$ cat config.mk
export PLATFORM = sky130hd
export DESIGN_NAME = nfa_char_feeder_flat
export DESIGN_NICKNAME = d
export VERILOG_FILES = /design/src/rtl/nfa_char_feeder_if.sv /design/src/rtl/nfa_char_feeder.sv /design/src/flat_wrapper.sv
export SDC_FILE = /design/constraint.sdc
export NUM_CORES = 2
export LEC_CHECK = 0
export ABC_AREA = 1
export BUFFER_PORTS_ARGS = -buffer_cell sky130_fd_sc_hd__buf_2
export CAP_MARGIN = 20
export CORE_MARGIN = 5
export CORE_UTILIZATION = 37
export DETAILED_ROUTE_END_ITERATION = 10
export HOLD_SLACK_MARGIN = 0.03
export PLACE_DENSITY = 0.55
export SYNTH_ARGS = -nofsm -noshare
export SYNTH_HDL_FRONTEND = slang
export SYNTH_SLANG_ARGS = --single-unit
$ cat constraint.sdc
create_clock -name clk -period 2.2 [get_ports clk]
set_clock_uncertainty 0.15 [all_clocks]
set_input_delay 0.33 -clock clk [delete_from_list [all_inputs] [get_ports clk]]
set_output_delay 0.33 -clock clk [all_outputs]
set_load 0.02 [all_outputs]
$ cat src/rtl/nfa_char_feeder_if.sv
// Byte-stream input and per-packet result handshake between a packet source and the
// character feeder. The feeder uses the slave view; the packet source uses master.
interface nfa_char_feeder_if;
   logic        s_valid;
   logic        s_ready;
   logic [7:0]  s_data;
   logic        s_sop;
   logic        s_eop;
   logic        res_valid;
   logic        res_ready;
   logic        res_match;
   logic [15:0] res_len;

   modport master (
      output s_valid, s_data, s_sop, s_eop, res_ready,
      input  s_ready, res_valid, res_match, res_len
   );

   modport slave (
      input  s_valid, s_data, s_sop, s_eop, res_ready,
      output s_ready, res_valid, res_match, res_len
   );
endinterface

$ cat src/rtl/nfa_char_feeder.sv
// Feeds a packetised byte stream into an NFA engine as per-class hit vectors, frames each
// packet with a start-of-data pulse, and reports the engine's match flag and byte count.
module nfa_char_feeder #(
   parameter int NCLS      = 34,
   parameter int MATCH_LAT = 2
) (
   input  logic              clk,
   input  logic              rst,
   nfa_char_feeder_if.slave  bus,
   input  logic              cfg_we,
   input  logic [5:0]        cfg_addr,
   input  logic [7:0]        cfg_lo,
   input  logic [7:0]        cfg_hi,
   input  logic              cfg_nocase,
   output logic              sod,
   output logic              en,
   output logic [NCLS-1:0]   cls,
   input  logic              match_in,
   output logic              err_drop
);
   typedef enum logic [2:0] {IDLE, SOD, DATA, DRAIN, RESULT} state_t;

   localparam logic [2:0] LAT = 3'(MATCH_LAT);

   state_t          state_reg, state_next;
   logic [NCLS-1:0] hit;
   logic [7:0]      swapped;
   logic            s_ready;
   logic            sod_next, en_next, err_next, load_cnt, capture;
   logic [2:0]      cnt_reg;
   logic            res_match_reg;
   logic [15:0]     res_len_reg;

   // Only ASCII letters swap case; every other byte maps to itself.
   always_comb begin
      swapped = bus.s_data;
      if (bus.s_data >= 8'h41 && bus.s_data <= 8'h5A)
         swapped = bus.s_data | 8'h20;
      else if (bus.s_data >= 8'h61 && bus.s_data <= 8'h7A)
         swapped = bus.s_data & 8'hDF;
   end

   genvar gi;
   generate
      for (gi = 0; gi < NCLS; gi++) begin : g_cls
         logic [7:0] lo_reg;
         logic [7:0] hi_reg;
         logic       nocase_reg;

         // Reset value lo>hi makes an unprogrammed class never hit.
         always_ff @(posedge clk or negedge rst) begin
            if (!rst) begin
               lo_reg     <= 8'hFF;
               hi_reg     <= 8'h00;
               nocase_reg <= 1'b0;
            end else if (cfg_we && cfg_addr == 6'(gi)) begin
               lo_reg     <= cfg_lo;
               hi_reg     <= cfg_hi;
               nocase_reg <= cfg_nocase;
            end
         end

         assign hit[gi] = (lo_reg <= bus.s_data && bus.s_data <= hi_reg) ||
                          (nocase_reg && lo_reg <= swapped && swapped <= hi_reg);
      end
   endgenerate

   always_ff @(posedge clk or negedge rst) begin
      if (!rst)
         state_reg <= IDLE;
      else
         state_reg <= state_next;
   end

   always_comb begin
      state_next = state_reg;
      s_ready    = 1'b0;
      sod_next   = 1'b0;
      en_next    = 1'b0;
      err_next   = 1'b0;
      load_cnt   = 1'b0;
      capture    = 1'b0;
      case (state_reg)
         IDLE: begin
            s_ready = !bus.s_sop;
            if (bus.s_valid) begin
               if (bus.s_sop) begin
                  state_next = SOD;
                  sod_next   = 1'b1;
               end else begin
                  err_next = 1'b1;
               end
            end
         end
         SOD: begin
            s_ready = 1'b1;
            if (bus.s_valid) begin
               en_next = 1'b1;
               if (bus.s_eop) begin
                  state_next = DRAIN;
                  load_cnt   = 1'b1;
               end else begin
                  state_next = DATA;
               end
            end
         end
         DATA: begin
            s_ready = 1'b1;
            if (bus.s_valid) begin
               en_next  = 1'b1;
               err_next = bus.s_sop;
               if (bus.s_eop) begin
                  state_next = DRAIN;
                  load_cnt   = 1'b1;
               end
            end
         end
         DRAIN: begin
            // The first DRAIN cycle carries the last en; sample MATCH_LAT cycles later.
            if (cnt_reg == 3'd0) begin
               capture    = 1'b1;
               state_next = RESULT;
            end
         end
         RESULT: begin
            if (bus.res_ready)
               state_next = IDLE;
         end
         default: state_next = IDLE;
      endcase
   end

   always_ff @(posedge clk or negedge rst) begin
      if (!rst) begin
         sod           <= 1'b0;
         en            <= 1'b0;
         cls           <= '0;
         err_drop      <= 1'b0;
         cnt_reg       <= 3'd0;
         res_match_reg <= 1'b0;
         res_len_reg   <= 16'd0;
      end else begin
         sod      <= sod_next;
         en       <= en_next;
         cls      <= en_next ? hit : '0;
         err_drop <= err_next;
         if (sod_next)
            res_len_reg <= 16'd0;
         else if (en_next && res_len_reg != 16'hFFFF)
            res_len_reg <= res_len_reg + 16'd1;
         if (load_cnt)
            cnt_reg <= LAT;
         else if (cnt_reg != 3'd0)
            cnt_reg <= cnt_reg - 3'd1;
         if (capture)
            res_match_reg <= match_in;
      end
   end

   assign bus.s_ready   = s_ready;
   assign bus.res_valid = (state_reg == RESULT);
   assign bus.res_match = res_match_reg;
   assign bus.res_len   = res_len_reg;
endmodule

$ cat src/flat_wrapper.sv
// flat-port wrapper written by rule: the top's interface ports become plain ports
module nfa_char_feeder_flat 
#(
   parameter int NCLS      = 34,
   parameter int MATCH_LAT = 2
)
  (clk, rst, cfg_we, cfg_addr, cfg_lo, cfg_hi, cfg_nocase, sod, en, cls, match_in, err_drop, bus_s_valid, bus_s_data, bus_s_sop, bus_s_eop, bus_res_ready, bus_s_ready, bus_res_valid, bus_res_match, bus_res_len);
  nfa_char_feeder_if bus_i ();
  input  logic clk;
  input  logic rst;
  input  logic cfg_we;
  input  logic [5:0] cfg_addr;
  input  logic [7:0] cfg_lo;
  input  logic [7:0] cfg_hi;
  input  logic cfg_nocase;
  output logic sod;
  output logic en;
  output logic [NCLS-1:0] cls;
  input  logic match_in;
  output logic err_drop;
  input wire logic [$bits(bus_i.s_valid)-1:0] bus_s_valid;
  input wire logic [$bits(bus_i.s_data)-1:0] bus_s_data;
  input wire logic [$bits(bus_i.s_sop)-1:0] bus_s_sop;
  input wire logic [$bits(bus_i.s_eop)-1:0] bus_s_eop;
  input wire logic [$bits(bus_i.res_ready)-1:0] bus_res_ready;
  output wire logic [$bits(bus_i.s_ready)-1:0] bus_s_ready;
  output wire logic [$bits(bus_i.res_valid)-1:0] bus_res_valid;
  output wire logic [$bits(bus_i.res_match)-1:0] bus_res_match;
  output wire logic [$bits(bus_i.res_len)-1:0] bus_res_len;
  assign bus_i.s_valid = bus_s_valid;
  assign bus_i.s_data = bus_s_data;
  assign bus_i.s_sop = bus_s_sop;
  assign bus_i.s_eop = bus_s_eop;
  assign bus_i.res_ready = bus_res_ready;
  assign bus_s_ready = bus_i.s_ready;
  assign bus_res_valid = bus_i.res_valid;
  assign bus_res_match = bus_i.res_match;
  assign bus_res_len = bus_i.res_len;
  nfa_char_feeder #(.NCLS(NCLS), .MATCH_LAT(MATCH_LAT)) u_core (.clk(clk), .rst(rst), .bus(bus_i), .cfg_we(cfg_we), .cfg_addr(cfg_addr), .cfg_lo(cfg_lo), .cfg_hi(cfg_hi), .cfg_nocase(cfg_nocase), .sod(sod), .en(en), .cls(cls), .match_in(match_in), .err_drop(err_drop));
endmodule
==> impl_metrics.tcl <==
set metrics [dict create \
    syn_area_mm2 0.0414 \
    maximum_buffer_depth_of_the_clock_tree 3 \
    grt_max_degree 87 \
    chipHeight_um 344 \
    place_hpwl_um 76100 \
    ir_worst_vdd_mv 0.530 \
    postSynth.topFlopCell "dfrtp_1" \
    h-tree-depth 3 \
    cp_slowest_cell "dfrtp_1" \
    detail_route.vias_per_cell 4.82 \
    cts_tree "done" \
    max_clock_freq_mhz 471 \
    timing.critical_path.slowest_cell_delay_ns 0.40 \
    synth_seq_area_share_pct 39.4 \
    drt-initial-drc-count 2257 \
    synth_largest_type_area_fraction_pct 22.1 \
    drt-pass1-iter-count 5 \
    grt_first_pass_wirelength_um 186000 \
    grt_util_all_layers_pct 20.3 \
    critical_path.endpoint_type "output pin" \
    area.growth.synth_to_final_pct 15.0 \
    post-synth-top-count-cell "nand2_1" \
    synth_compound_gate_area_share_pct 12.0 \
    synth_top_family_by_area "simple AND/OR/NAND/NOR gates" \
    timing.final.setup_violations 0 \
    arithmetic_cell_share_of_the_synthesized_area_counting_full_adders_half_adders_and_majority_gates_pct 18.6 \
    crit_fanout 4 \
    hold_viol_final 0 \
    rsz_0062_raised_after_global_routing "true" \
    p_leak_nw 24.2 \
    final.hold.worst_slack_ns 0.0716 \
    netlist_top_cells_count "1857 x nand2_1, 615 x ha_1, 603 x inv_1" \
    initial_core_util_pct 37.3 \
    power_mw 38.9 \
    worst_r2r_endpoint "u_core.bus.res_len[8]" \
    critical_path_start_end_classification "register to output pin" \
    ant_nets 0 \
    power.density_cell_area_mw_per_mm2 816 \
    max-slew-margin-rel_pct 40.6 \
    synth_top_cell_by_area "dfrtp_1" \
    synth.area.mux_share_pct 0.0272 \
    gpl.final_weighted_congestion 0.822 \
    accumulated_negative_setup_slack_ns 0 \
    max-cap-violations 0 \
    synth_xor_xnor_area_share_pct 0.169 \
    synth_edf_count 0 \
    crit_path_end "bus_s_ready" \
    crit_chain "inv_1, nand2_2, nor2_2, nand2_2, nand2_1, buf_4" \
    critical_path_arrival_ns 1.64 \
    r2r_slack_ns 0.26 \
    post-route-cell-area_mm2 0.0476 \
    dpl_worst_slack_ns -0.534 \
    grt.overflow.total 0 \
    post-route-util_pct 43.0 \
    number_of_synthesis_warnings 0 \
    worst_slew_pin_slew_ns 0.891 \
    startpoint_type "register" \
    status "finished clean" \
    filler_cell_count 11300 \
    num_io_pins 95 \
    worst_hold_path_type "input pin to register" \
    layout.cells.non_filler 7105 \
    routed-via-count 34300 \
    finalCriticalPeriod_ns 2.12 \
    worstRegToRegCells 9 \
    dpl_cell_area_mm2 0.0446 \
    port_buffers 94 \
    die_outline_area_mm2 0.119 \
    core_box_area_mm2 0.111 \
    final_nets 6198 \
    clk_sink_count 638 \
    multi_input_area_mm2 0.0221 \
    slew_viol_final 0 \
    cts_made_buffers 82 \
    die_wd_um 344 \
    netlist-cell-type-count 41 \
    antenna_found_initial 13 \
    average_detailed_routed_wire_length_per_instance_um 16.8 \
    postSynth.asyncResetShare_pct 100 \
    drive_above_1_share_pct 12.7 \
    timing.final.ws_setup_ns 0.0785 \
    rows 122 \
    synth.top_cells.by_area "dfrtp_1 22%, ha_1 19%, dfstp_2 17%" \
    synth-seq-cells 638 \
    synth_simple_gate_area_share_pct 22.6 \
    seqCellArea_mm2 0.0163 \
    syn_nets 6018 \
    cts.root.buffer_cell "clkbuf_16" \
    average_footprint_of_a_synthesized_cell_um2 7.71 \
    postRouteWirelength_um 119000 \
    startpoint "u_core.state_reg[0]" \
    critical_path.most_common_cell "nand2_2" \
    placed_cells_incl_taps 6927 \
    detail_route.drc_violations 0 \
    synthesis.instances 5364 \
    worst_setup_hold_path_clk_slew_ns 0.06 \
    clock_insertion_delay_worst_skew_ns 0.64 \
    final.period_utilization_pct 96.4 \
    reg2reg_from "u_core.bus.res_len[1]" \
    vias_in_the_first_global_route 32900 \
    crit_required_ns 1.72 \
]
[cells by family (layout without fill, tap and decap cells)]
group / after synthesis / in the layout
AOI/OAI and AO/OA: 937 / 937
muxes: 1 / 1
other: 0 / 5
adders and majority gates: 615 / 615
xor gates and xnor gates: 8 / 8
DFF: 638 / 638
buffers and inverters: 770 / 1018
and+or+nand+nor: 2395 / 2395
[layout by cell type (no fill, tap or decap), drive strengths merged, types with 3 or more instances in the layout]
master	count
nand2	1879
ha	615
inv	608
o21ai	577
nor2	437
dfrtp	366
dfstp	272
a21oi	259
buf	237
clkbuf	136
a21o	96
nand3	54
dlygate4sd3	20
nand4	11
nor3	10
xor2	8
clkinv	8
diode	5
clkinvlp	5
bufinv	4
or2	3
[report_power, final]
part / total [mW] / switching, mW / internal (mW)
Clock: 13.6 / 5.36 / 8.23
Sequential: 15.0 / 1.07 / 14.0
Combinational: 10.2 / 6.31 / 3.93
Total: 38.9 / 12.7 / 26.1
[layout make-up]
type                       instances  share of cell area [%]
multi-input combinational       3956                    46.5
sequential                       638                    34.3
clock buffer                     136                    5.27
inverter                         609                    4.84
timing repair buffer             257                    4.79
tap                             1488                    3.91
clock inverter                    16                   0.415
antenna                            5                  0.0263
[repair_timing]
action | CTS | global route
endpoints found under the hold margin | 450 | 0
resized for setup | 0 | 14
setup endpoints to repair | 0 | 35
hold buffers | 20 | 0
buffers inserted | 0 | 1
[how the worst min path moves through the flow]
stage | depth (start not counted) | to | startpoint
floorplan | 0 | u_core.bus.res_len[0] | rst
finish | 4 | u_core.g_cls[16].lo_reg[7] | cfg_lo[7]
global route | 4 | u_core.g_cls[15].hi_reg[0] | cfg_hi[0]
detailed placement | 1 | u_core.g_cls[24].nocase_reg | rst
CTS | 4 | u_core.g_cls[10].lo_reg[7] | cfg_lo[7]
global placement | 1 | u_core.g_cls[24].nocase_reg | rst
[routing by layer]
| layer | wire length (um) | vias to the layer above | GRT usage, % |
|---|---|---|---|
| met3 | 5890 | 157 | 3.43 |
| met1 | 58000 | 16000 | 28.3 |
| met4 | 2780 | 0 | 4.93 |
| met2 | 52500 | 572 | 32.9 |
| met5 | 0 | - | 0 |
| li1 | - | 17500 | - |
[worst max-delay path: cells and delay by family, from the launching register on]
family,cells,cell delay (ns)
buffers and inverters,2,0.23
DFF,1,0.40
and+or+nand+nor,4,0.35
No activity file was read; power rests on OpenSTA's default activity.
